**src/rtl/mdu_pkg.sv**
```systemverilog
// Shared encodings and types for the iterative multiply/divide unit.
package mdu_pkg;

   localparam int MDU_WIDTH = 32;

   localparam logic [3:0] ALU_OP_MULTU = 4'd3;
   localparam logic [3:0] ALU_OP_DIVU  = 4'd4;

   typedef enum logic {
      IDLE,
      RUN
   } mdu_state_t;

endpackage

```
**src/rtl/mdu_step.sv**
```systemverilog
// One iteration of shift-add multiply or restoring divide.
module mdu_step
   import mdu_pkg::*;
#(
   parameter int WIDTH = MDU_WIDTH
) (
   input  logic [3:0]         i_op,
   input  logic [2*WIDTH-1:0] i_acc,
   input  logic [WIDTH-1:0]   i_opnd,
   output logic [2*WIDTH-1:0] o_acc,
   output logic               o_qbit
);

   logic [WIDTH:0] w_sum;
   logic [WIDTH:0] w_rem_sh;
   logic [WIDTH:0] w_diff;
   logic           w_ge;

   assign w_sum    = {1'b0, i_acc[2*WIDTH-1:WIDTH]} + {1'b0, i_opnd};
   assign w_rem_sh = i_acc[2*WIDTH-1:WIDTH-1];
   assign w_diff   = w_rem_sh - {1'b0, i_opnd};
   assign w_ge     = (w_rem_sh >= {1'b0, i_opnd});

   // Divide leaves the low bit clear; the quotient bit is returned apart.
   always_comb begin
      o_acc  = '0;
      o_qbit = 1'b0;
      if (i_op == ALU_OP_DIVU) begin
         o_qbit = w_ge;
         o_acc  = {(w_ge ? w_diff[WIDTH-1:0] : w_rem_sh[WIDTH-1:0]),
                   i_acc[WIDTH-2:0], 1'b0};
      end else if (i_acc[0]) begin
         o_acc = {w_sum, i_acc[WIDTH-1:1]};
      end else begin
         o_acc = {1'b0, i_acc[2*WIDTH-1:1]};
      end
   end

endmodule

```
**src/rtl/mdu_hilo.sv**
```systemverilog
// MULTU/DIVU unit with HI/LO registers and EX-stage stall request.
module mdu_hilo
   import mdu_pkg::*;
#(
   parameter int WIDTH = MDU_WIDTH,
   parameter int CNT_W = 5
) (
   input  logic             clk,
   input  logic             rst_n,
   input  logic             start,
   input  logic [3:0]       alu_op,
   input  logic [WIDTH-1:0] rs_data,
   input  logic [WIDTH-1:0] rt_data,
   input  logic             mf_req,
   output logic [WIDTH-1:0] hi,
   output logic [WIDTH-1:0] lo,
   output logic             busy,
   output logic             done,
   output logic             stall_req
);

   localparam logic [CNT_W-1:0] LAST = CNT_W'(WIDTH - 1);

   mdu_state_t         r_state;
   logic [CNT_W-1:0]   r_cnt;
   logic [3:0]         r_op;
   logic [WIDTH-1:0]   r_opnd;
   logic [2*WIDTH-1:0] r_acc;
   logic [WIDTH-1:0]   r_hi;
   logic [WIDTH-1:0]   r_lo;
   logic               r_done;

   logic [2*WIDTH-1:0] w_step;
   logic               w_qbit;
   logic [2*WIDTH-1:0] w_acc_nx;
   logic               w_valid;

   mdu_step #(.WIDTH(WIDTH)) u_step (
      .i_op   (r_op),
      .i_acc  (r_acc),
      .i_opnd (r_opnd),
      .o_acc  (w_step),
      .o_qbit (w_qbit)
   );

   assign w_acc_nx = {w_step[2*WIDTH-1:1], w_step[0] | w_qbit};
   assign w_valid  = (alu_op == ALU_OP_MULTU) || (alu_op == ALU_OP_DIVU);

   always_ff @(posedge clk or negedge rst_n) begin
      if (!rst_n) begin
         r_state <= IDLE;
         r_cnt   <= '0;
         r_op    <= '0;
         r_opnd  <= '0;
         r_acc   <= '0;
         r_hi    <= '0;
         r_lo    <= '0;
         r_done  <= 1'b0;
      end else begin
         r_done <= 1'b0;
         case (r_state)
            IDLE: begin
               if (start && w_valid) begin
                  r_op    <= alu_op;
                  r_cnt   <= '0;
                  r_state <= RUN;
                  // Divide shifts the dividend in; multiply shifts the multiplier out.
                  if (alu_op == ALU_OP_DIVU) begin
                     r_opnd <= rt_data;
                     r_acc  <= {{WIDTH{1'b0}}, rs_data};
                  end else begin
                     r_opnd <= rs_data;
                     r_acc  <= {{WIDTH{1'b0}}, rt_data};
                  end
               end
            end
            RUN: begin
               r_acc <= w_acc_nx;
               r_cnt <= r_cnt + CNT_W'(1);
               if (r_cnt == LAST) begin
                  r_hi    <= w_acc_nx[2*WIDTH-1:WIDTH];
                  r_lo    <= w_acc_nx[WIDTH-1:0];
                  r_done  <= 1'b1;
                  r_state <= IDLE;
               end
            end
            default: r_state <= IDLE;
         endcase
      end
   end

   assign hi        = r_hi;
   assign lo        = r_lo;
   assign busy      = (r_state == RUN);
   assign done      = r_done;
   assign stall_req = busy & (start | mf_req);

endmodule
```
**config.mk**
```make
export PLATFORM = sky130hd
export DESIGN_NAME = mdu_hilo
export DESIGN_NICKNAME = d
export VERILOG_FILES = /design/src/rtl/mdu_pkg.sv /design/src/rtl/mdu_step.sv /design/src/rtl/mdu_hilo.sv
export SDC_FILE = /design/constraint.sdc
export NUM_CORES = 1
export LEC_CHECK = 0
export CORE_ASPECT_RATIO = 0.75
export CORE_UTILIZATION = 55
export CTS_BUF_LIST = sky130_fd_sc_hd__clkbuf_4 sky130_fd_sc_hd__clkbuf_8
export DETAILED_ROUTE_END_ITERATION = 10
export DONT_BUFFER_PORTS = 1
export PLACE_DENSITY_LB_ADDON = 0.25
export SYNTH_ARGS = -nofsm -noshare
export SYNTH_HDL_FRONTEND = slang
export SYNTH_HIERARCHICAL = 1
export SYNTH_SLANG_ARGS = --single-unit
```
**constraint.sdc**
```tcl
create_clock -name clk -period 5.15 [get_ports clk]
set_clock_uncertainty 0.15 [all_clocks]
set_input_delay 0.515 -clock clk [delete_from_list [all_inputs] [get_ports clk]]
set_output_delay 0.515 -clock clk [all_outputs]
set_load 0.05 [all_outputs]
```
==> results.ini, run 1 <==
[synthesis]
synth_cell_types=70
ys.flop_type=dfrtp_1
synthCells=1368
ys_seq_area_share_pct=34.14
yosysTopAreaCell=dfrtp_1
postSynth.asyncResetShare_pct=100.0
avgSynthCellArea_um2=9.162
netlist.area_leader.share_pct=34.14
ys_top_cells_by_area=dfrtp_1, mux2_2, mux2i_1
syn_nets=1508
yosys_warnings=6
synth_seq_cells=171
synth_edf_count=0
syn-cell-area_um2=12530

[sta]
hold_violations=0
period_needed_ps=3958
fmax_mhz=252.7
timing.final.crit_share_pct=76.85
maxSlewViolCount=0
setup_tns_ps=0
relSlewSlack_pct=27.84
setup_violations=0
fin_hold_ws_ps=39.87
rsz0062_at_grt=false
tightest_slew_ps=1082

[place]
dp_hpwl_mm=22.84
gp_congestion=0.9357
io_buffers=0
placed_cells=1596

[global_route]
grt_max_degree=172
overflow=0
grt_pass1_wl_mm=52.79
grt_pass1_vias=9688
grt_usage_pct=28.68
antenna_found_initial=0

[route]
avgViaCountPerCell=6.191
final_antenna_net_count=0
wl_per_cell_um=20.03
first_pass_iters=5
first_iter_violations=839
drt_wl_total_mm=32.64
drc_errors=0
vias=10090

[layout]
nFillCells=1954
antennaDiodeCount=0
fin_nets=1464
area_delta_synth_final_pct=4.412
instances_no_fill=1630
postLayoutCoreUtil_pct=58.87
seq_area_um2=4284
multiInputGateArea_um2=7705
drive_gt1_share_pct=14.75

[floorplanning]
initial_core_util_pct=56.38
rows=47
fp.dieW_um=176.3
die_area_um2=23400
core_area_um2=22230
ios=139
die_h_um=132.7

[critical_path]
reg2reg_slack_ps=1190
crit_buf_inv=2
crit_top_cell=a21oi_1
cp.required_ps=5360
critPathSlowestCell=o31ai_4
worst-setup-path-type=flip-flop to flip-flop
r2r_start=r_opnd[1]$_DFFE_PN0P_
critical_path_arrival_ps=4170
crit_path_start=r_opnd[1]$_DFFE_PN0P_
cp-end-kind=flip-flop
critPathMaxFanout=18
critPathLaunchType=flip-flop
crit_path_max_incr_delay_ps=560
critPathTopFamily=compound AO/OA/AOI/OAI gates
path_cells=inv_1, ha_1, nor2b_1, o31ai_1, a21oi_1, o2111ai_2, nand3_2, o31ai_4, buf_4, nor3_1, a211oi_1, a21oi_1, mux2_2

[clock_network]
clkSlewWorstSetupHoldPaths_ps=100
cts_root_buf=clkbuf_8
cts_max_level=4
cts_buffers=17
clock_path_buffers=2
holdBufCountCts=3
cts_sinks=171
post_cts_resized=0
cts_tree=yes
post-cts-setup-buffer-count=0
clk_latency_ps=480

[hold_path]
holdCritStartpoint=alu_op[2]
hold_class=primary input to flip-flop

[flow_run]
maxCapViolCount=0

[outcome]
status=completed

## metrics by stage
stage	worst slack [ps]	instance area, um2
finish	1192	13090
global route	932.3	13090
CTS	1269	13090
detailed placement	1299	12630
global placement	1459	12630
floorplan	1893	12530
## kinds of logic (layout without fill, tap and decap cells)
logic type / Yosys count / count (layout) / synth area share [%]
AO/OA/AOI/OAI: 318 / 318 / 15.43
XOR/XNOR: 50 / 50 / 3.494
adder cells (fa/ha/maj): 68 / 68 / 6.908
buffers and inverters: 129 / 97 / 4.612
flip-flops: 171 / 171 / 34.14
multiplexers: 245 / 245 / 20.87
AND/OR/NAND/NOR: 387 / 387 / 14.54
## synthesized netlist by cell type (all sizes together) (3+ instances only)
library cell  count
a211o             3
a211oi           26
a21o             26
a21oi           107
a31oi            13
and2              6
and3              7
buf              37
clkbuf           39
dfrtp           171
ha               66
inv              53
mux2            131
mux2i           114
nand2           183
nand2b           46
nand3            17
nand4            12
nor2             55
nor2b            13
nor3             20
nor4              3
o211ai            9
o21a              9
o21ai            97
o21bai            4
o31ai             4
or2               4
or3              10
xnor2            31
xor2             19
## final timing paths
check,to,cells past startpoint
hold reg to reg,r_op[2]$_DFFE_PN0P_,1
min in group asynchronous,lo[27]$_DFFE_PN0P_,2
setup reg to reg,hi[4]$_DFFE_PN0P_,13
hold / removal,r_op[2]$_DFFE_PN0P_,1
setup / recovery,hi[4]$_DFFE_PN0P_,13
max in group asynchronous,r_acc[57]$_DFFE_PN0P_,2
## sequential cells by signal, indices dropped and copies added (netlist names)
signal,count
r_acc,64
hi,32
lo,32
r_opnd,32
r_cnt,5
r_op,4
busy,1
done,1
## placed cells by master, fill, tap and decap left out, types with 4 or more instances in the layout
cell type | synthesis | layout
nand2b_1 | 46 | 46
clkbuf_8 | 0 | 17
nand2_1 | 183 | 182
o21a_1 | 9 | 9
nor2b_1 | 13 | 13
mux2_2 | 131 | 131
or3_1 | 9 | 9
xor2_1 | 19 | 19
nand4_1 | 12 | 12
and2_1 | 6 | 6
o21bai_1 | 4 | 4
a31oi_1 | 13 | 13
inv_1 | 51 | 51
o211ai_1 | 9 | 9
buf_4 | 4 | 10
nor2_1 | 54 | 54
mux2i_1 | 114 | 114
xnor2_1 | 31 | 31
ha_1 | 66 | 66
and3_1 | 7 | 7
nand3_1 | 16 | 16
a21o_1 | 26 | 26
o21ai_1 | 14 | 14
o21ai_0 | 83 | 83
dfrtp_1 | 171 | 169
a211oi_1 | 24 | 24
a21oi_1 | 106 | 106
nor3_1 | 19 | 19
## layer usage
metal / up-vias / routed length [um] / track usage [%]
met5: - / 0 / 0
met4: 0 / 567 / 6.522
met3: 29 / 2395 / 6.264
met2: 364 / 14340 / 43.72
met1: 4904 / 15350 / 41.42
li1: 4794 / - / -
## cell type report
| cell class | count | area share [%] |
|---|---|---|
| well taps | 294 | 2.811 |
| clock buffers | 18 | 1.845 |
| repair buffers | 13 | 0.9370 |
| multi-input cells | 1068 | 58.88 |
| flip-flops and latches | 171 | 32.74 |
| clock inverters | 13 | 1.272 |
| inverters | 53 | 1.520 |
Power of run 1 is left out: the tool's default activity adds up to more than one toggle a clock period on the data nets, which glitch-free logic cannot reach.
==> run 2, diff against run 1 <==
- ABC_AREA: not set -> 1
- clock period: 5.15 -> 3.66 ns (I/O delays scaled with it)
==> run 2 against run 1 <==
  * The flow now finishes with violations (negative hold slack)
  * Area after synthesis grew 13%
  * Sequential cell count is the same
  * Via count grew 52%
  * Core utilization grew 1.5 points
  * Cell count grew 65%
  * Critical path depth grew 3
  * Cell area grew 16%
  * Maximum frequency grew 27%
  * Highest routed layer unchanged
==> results.ini, run 2 <==
[outcome]
status=finished with violations
violations=negative hold slack

[layout]
area_delta_synth_final_pct=6.764
top_register=r_acc
nFillCells=2485  ; +27%
drive_gt1_share_pct=4.524  ; -10 points
final_common_cell=nand2_1
fin_nets=2471  ; +69%
layout_common_cells=nand2_1, nand3_1, inv_1
largest_reg_flops=64  ; unchanged

[global_route]
grt_usage_pct=39.26  ; +11 points
antenna_found_initial=2  ; +2
grt_max_degree=172  ; unchanged
grt_use_met3_pct=11.33  ; +5.1 points
grt_pass1_vias=13780  ; +42%
grt_use_met1_pct=57.10  ; +16 points
grt-busiest-layer=met1
overflow=0  ; unchanged
use_met2_pct=56.02  ; +12 points
grt_pass1_wl_mm=79.23  ; +50%

[critical_path]
worst-setup-path-type=flip-flop to flip-flop
cp.required_ps=3840  ; -1520 ps
cp-end-kind=flip-flop
critPathLaunchType=flip-flop
critPathMaxFanout=22  ; +4
critical_path_arrival_ps=3290  ; -880 ps

[synthesis]
yosysTopAreaCell=dfrtp_1
synth_edf_count=0  ; unchanged
yosys.cell_count.top_type=nand2_1
avgSynthCellArea_um2=6.071  ; -34%
synth_seq_cells=171  ; unchanged
netlist.area_leader.share_pct=30.08  ; -4.1 points
syn-cell-area_um2=14220  ; +13%
postSynth.asyncResetShare_pct=100.0  ; unchanged
ys_seq_area_share_pct=30.08  ; -4.1 points
synthCells=2343  ; +71%
yosys_warnings=6  ; unchanged
ys_top_cells_by_area=dfrtp_1, nand2_1, nand3_1
syn_nets=2483  ; +65%
synth_common_cells=nand2_1, nand3_1, inv_1, dfrtp_1, nor2_1
ys.flop_type=dfrtp_1
synth_cell_types=38  ; -46%

[clock_network]
clkSlewWorstSetupHoldPaths_ps=110  ; about the same
cts_tree=yes
post_cts_resized=0  ; unchanged
holdBufCountCts=41  ; +38
post-cts-setup-buffer-count=0  ; unchanged
clk_latency_ps=500  ; +20 ps
cts_sinks=171  ; unchanged
cts_root_buf=clkbuf_8
cts_max_level=4  ; unchanged
clock_path_buffers=2  ; unchanged
cts_buffers=17  ; unchanged

[sta]
tightest_slew_ps=1001  ; -81.51 ps
relSlewSlack_pct=33.27  ; +5.4 points
timing.final.crit_share_pct=84.89  ; +8.0 points
rsz0062_at_grt=false
hold_violations=171  ; +171
maxSlewViolCount=0  ; unchanged
fin_hold_ws_ps=-603.5  ; -643.4 ps
period_needed_ps=3107  ; -850.6 ps
fmax_mhz=321.9  ; +27%
setup_tns_ps=0  ; unchanged
setup_violations=0  ; unchanged

[route]
wl_per_cell_um=19.32  ; -3.5%
drt_wl_total_mm=51.84  ; +59%
drc_errors=0  ; unchanged
avgViaCountPerCell=5.722  ; -7.6%
first_iter_violations=1739  ; +110%
final_antenna_net_count=0  ; unchanged
vias=15350  ; +52%
first_pass_iters=8  ; +3

[hold_path]
hold_class=primary input to async pin

[place]
dp_hpwl_mm=38.80  ; +70%
gp_congestion=0.9980  ; +6.7%
io_buffers=0  ; unchanged

[floorplanning]
core_area_um2=25150  ; +13%
die_area_um2=26520  ; +13%
die_h_um=141.3  ; +6.4%
ios=139  ; unchanged
fp.dieW_um=187.7  ; +6.5%
rows=50  ; +6.4%
initial_core_util_pct=56.56  ; +0.18 points

[flow_run]
maxCapViolCount=0  ; unchanged

run 2: metal layers:
metal  wire, um  part of all wire [%]
met1      22930                    44
met2      21100                    41
met3       6442                    12
met4       1369                   2.6
met5          0                     0
run 2: kinds of logic (layout without fill, tap and decap cells):
group | count (synthesis) | in the layout | share of synthesized area, %
and+or+nand+nor | 1478 | 1478 | 43.63
buffers and inverters | 410 | 410 | 11.79
AOI/OAI and AO/OA | 195 | 195 | 7.125
DFF | 171 | 171 | 30.08
adders and majority gates | 68 | 68 | 6.087
xor gates and xnor gates | 21 | 21 | 1.293
other | 0 | 2 | 0
run 2: critical path, stage by stage (launching register included):
cell     delay [ps]
dfrtp_1         460
inv_1            70
ha_1            380
nand2_1         110
nor2_1          280
nand2_1          80
nor2_1          120
nand2_2          90
nor2_4          100
nor2_4           50
nand2_2         210
buf_4           350
nand3_1         150
nand2_1         120
nand2_1          70
inv_1            70
o21ai_0          80
run 2: area by class of cell:
cell class                 instances  area, um2  area share (%)
tap                              338      422.9           2.785
inverter                         312       1174           7.728
timing repair buffer              67      630.6           4.152
clock buffer                      18      247.7           1.631
multi-input combinational       1762       8298           54.64
sequential                       171       4280           28.18
antenna                            2      5.005         0.03295
clock inverter                    13      128.9          0.8486
run 2: metrics by stage:
step	setup WS (ps)	std cells	util [%]	hold WS, ps	instance area, um2
after floorplan	1256	2343	-	-79.59	14220
after global placement	643.8	2609	57.24	-76.50	14400
after detailed placement	586.9	2609	57.24	-76.32	14400
after CTS	578.9	2681	60.37	-610.4	15180
after global routing	294.0	2681	60.37	-623.9	15180
final	553.1	2683	60.39	-603.5	15190
run 2: final timing paths:
path,from,end,slack [ps],depth (start not counted)
min in group clk,rs_data[19],r_opnd[19]$_DFFE_PN0P_,0,4
max reg2reg,r_opnd[24]$_DFFE_PN0P_,hi[28]$_DFFE_PN0P_,550,16
max in group asynchronous,rst_n,r_acc[50]$_DFFE_PN0P_,3590,0
min reg2reg,r_opnd[11]$_DFFE_PN0P_,r_opnd[11]$_DFFE_PN0P_,370,2
max,r_opnd[24]$_DFFE_PN0P_,hi[28]$_DFFE_PN0P_,550,16
min,rst_n,r_opnd[22]$_DFFE_PN0P_,-600,0
Power of run 2 is left out for the same reason.
==> run 3, diff against run 2 <==
- clock period: 3.66 -> 2.8 ns (I/O delays scaled with it)
==> run 3 against run 2 <==
  * The flow still finishes with violations (negative hold slack)
  * Register-to-register slack worse by 470 ps
  * Cell area is 10% higher
  * Sequential cell count did not move
  * Cell count grew 5.0%
  * Die area stayed put
  * Non-clock buffer count rose by 134
  * Critical path depth is 1 higher
  * Maximum frequency rose by 14%
==> results.ini, run 3 (same netlist as run 2, synthesis figures left out) <==
[layout]
design_area_um2=16720  ; +10%
nFillCells=2235  ; -10%
fin_nets=2605  ; +5.4%
instances_no_fill=2818  ; +5.0%
multiInputGateArea_um2=8544  ; +3.0%
largest_reg_flops=64  ; unchanged
layout_common_cells=nand2_1, nand3_1, inv_1
seq_area_um2=4283  ; about the same
top_register=r_acc
area_delta_synth_final_pct=17.53
final_common_cell=nand2_1
drive_gt1_share_pct=9.968  ; +5.4 points

[place]
placed_cells=2691  ; +3.1%
io_buffers=0  ; unchanged
gp_congestion=0.9615  ; -3.7%
dp_hpwl_mm=38.84  ; +0.11%
place_area_um2=15070  ; +4.7%

[sta]
fin_hold_ws_ps=-680.0  ; -76.43 ps
relSlewSlack_pct=34.70  ; +1.4 points
hold_violations=171  ; unchanged
period_needed_ps=2719  ; -388.3 ps
setup_violations=0  ; unchanged
fmax_mhz=367.8  ; +14%
rsz0062_at_grt=true
timing.final.crit_share_pct=97.09  ; +12 points
tightest_slew_ps=969.3  ; -31.68 ps
maxSlewViolCount=0  ; unchanged

[route]
first_iter_violations=2158  ; +24%
first_pass_iters=7  ; -1
final_antenna_net_count=0  ; unchanged
drt_wl_total_mm=53.99  ; +4.1%
wl_per_cell_um=19.16  ; -0.85%
avgViaCountPerCell=5.778  ; +0.99%
vias=16280  ; +6.1%
drc_errors=0  ; unchanged

[critical_path]
critPathMaxFanout=6  ; -73%
critPathSlowestCell=ha_2
r2r_start=r_opnd[23]$_DFFE_PN0P_
critical_path_arrival_ps=2980  ; -310 ps
reg2reg_to=r_acc[63]$_DFFE_PN0P_
crit_top_cell=nand2_2
reg2reg_slack_ps=80  ; -470 ps
critPathLaunchType=flip-flop
cp.required_ps=3060  ; -780 ps
cp-end-kind=flip-flop
r2r_cells=17  ; +1
crit_path_max_incr_delay_ps=390  ; -70 ps
path_cells=inv_1, ha_2, nand2_2, nor2_4, nand2_2, nor2_2, nand2_2, nor2_4, nor2_4, nand2_2, nand2_1, buf_6, nand2_1, nand2_1, nand2_2, inv_1, o21ai_0
worst-setup-path-type=flip-flop to flip-flop

[clock_network]
cts_root_buf=clkbuf_8
clock_path_buffers=2  ; unchanged
cts_max_level=4  ; unchanged
cts_tree=yes
cts_sinks=171  ; unchanged
clk_latency_ps=500  ; about the same
clkSlewWorstSetupHoldPaths_ps=100  ; about the same
holdBufCountCts=89  ; +120%
cts_buffers=17  ; unchanged

[power]
p_clk_share_pct=7.8
ir_drop_v=0.0009757
power.leakage_nw=9.255
p_sw_share_pct=57.92
power_density_nw_per_um2=1494
p_switching_mw=14.47
p_int_mw=10.51
combinationalPowerShare_pct=69.0
pwr-share-seq_pct=23.2

[floorplanning]
fp.dieW_um=187.7  ; unchanged
initial_core_util_pct=56.56  ; unchanged
ios=139  ; unchanged
rows=50  ; unchanged
die_area_um2=26520  ; unchanged
die_h_um=141.3  ; unchanged
core_area_um2=25150  ; unchanged

[global_route]
grt_pass1_wl_mm=81.56  ; +3.0%
grt_max_degree=172  ; unchanged
grt-busiest-layer=met2
overflow=0  ; unchanged
grt_use_met3_pct=12.66  ; +1.3 points
use_met2_pct=57.97  ; +1.9 points
grt_pass1_vias=14720  ; +6.9%
grt_usage_pct=40.29  ; +1.0 points
antenna_found_initial=1  ; -1
grt_use_met1_pct=57.15  ; about the same

[outcome]
status=finished with violations
violations=negative hold slack

[flow_run]
maxCapViolCount=0  ; unchanged

[hold_path]
hold_class=primary input to async pin

run 3: cell count changes in the layout (fill, tap and decap cells not counted), moves of 10 or more:
cell           before  now
nand2_1           983  968
ha_1               66   50
buf_4              24   99
nand2_2            14   29
nor2_1            107   97
dlygate4sd3_1      41   89
run 3: through the flow:
step / TNS (ps) / utilization, % / power (mW) / worst slack (ps)
2_1_floorplan: 0 / - / 16.40 / 482.0
3_3_place_gp: -4496 / 59.94 / 21.32 / -169.7
3_5_place_dp: -2739 / 59.94 / 21.49 / -144.6
4_1_cts: 0 / 65.17 / 23.66 / 29.20
5_1_grt: -200.4 / 66.46 / 26.82 / -72.90
6_report: 0 / 66.48 / 24.99 / 81.34
run 3: timing repair:
item,in CTS,in global routing
resized for setup,3,75
endpoints found under the hold margin,229,171
buffers inserted,0,3
pin swaps,0,3
gates cloned,0,1
setup endpoints to repair,58,66
run 3: per-layer routing:
layer	wire [um]	part of all wire (%)	up-vias
met5	0	0	-
met4	1859	3.4	0
met3	7428	14	183
met2	21980	41	1116
met1	22710	42	7405
li1	-	-	7579
run 3: layout make-up:
type                       count  share of cell area, %
multi-input combinational   1762                  51.11
sequential                   171                  25.62
timing repair buffer         201                  11.20
inverter                     312                  7.020
tap                          338                  2.530
clock buffer                  18                  1.482
clock inverter                14                  1.018
antenna                        2                0.02994
run 3: worst max path at each step:
| stage | startpoint | endpoint | slack, ps |
|---|---|---|---|
| detailed placement | r_opnd[26]$_DFFE_PN0P_ | hi[31]$_DFFE_PN0P_ | -140 |
| global route | r_opnd[23]$_DFFE_PN0P_ | r_acc[63]$_DFFE_PN0P_ | -70 |
| finish | r_opnd[23]$_DFFE_PN0P_ | r_acc[63]$_DFFE_PN0P_ | 80 |
| floorplan | busy$_DFF_PN0_ | stall_req | 480 |
| global placement | r_opnd[26]$_DFFE_PN0P_ | r_acc[63]$_DFFE_PN0P_ | -170 |
| CTS | r_acc[32]$_DFFE_PN0P_ | r_acc[63]$_DFFE_PN0P_ | 30 |
run 3: critical path: cells and delay by family (launching register included):
family	cells	cell delay (ps)
AOI/OAI and AO/OA	1	140
adders and majority gates	1	390
buffers and inverters	3	290
DFF	1	380
and+or+nand+nor	12	1280
run 3: power groups by stage:
stage	registers, mW	logic (mW)	clock network (mW)
final	5.79	17.2	1.95
after global routing	5.87	18.9	2.04
after CTS	5.73	16.0	1.96
after detailed placement	5.77	15.7	0
after global placement	5.75	15.6	0
after floorplan	5.52	10.9	0
Note: power is estimated with default switching activity, not from simulation.
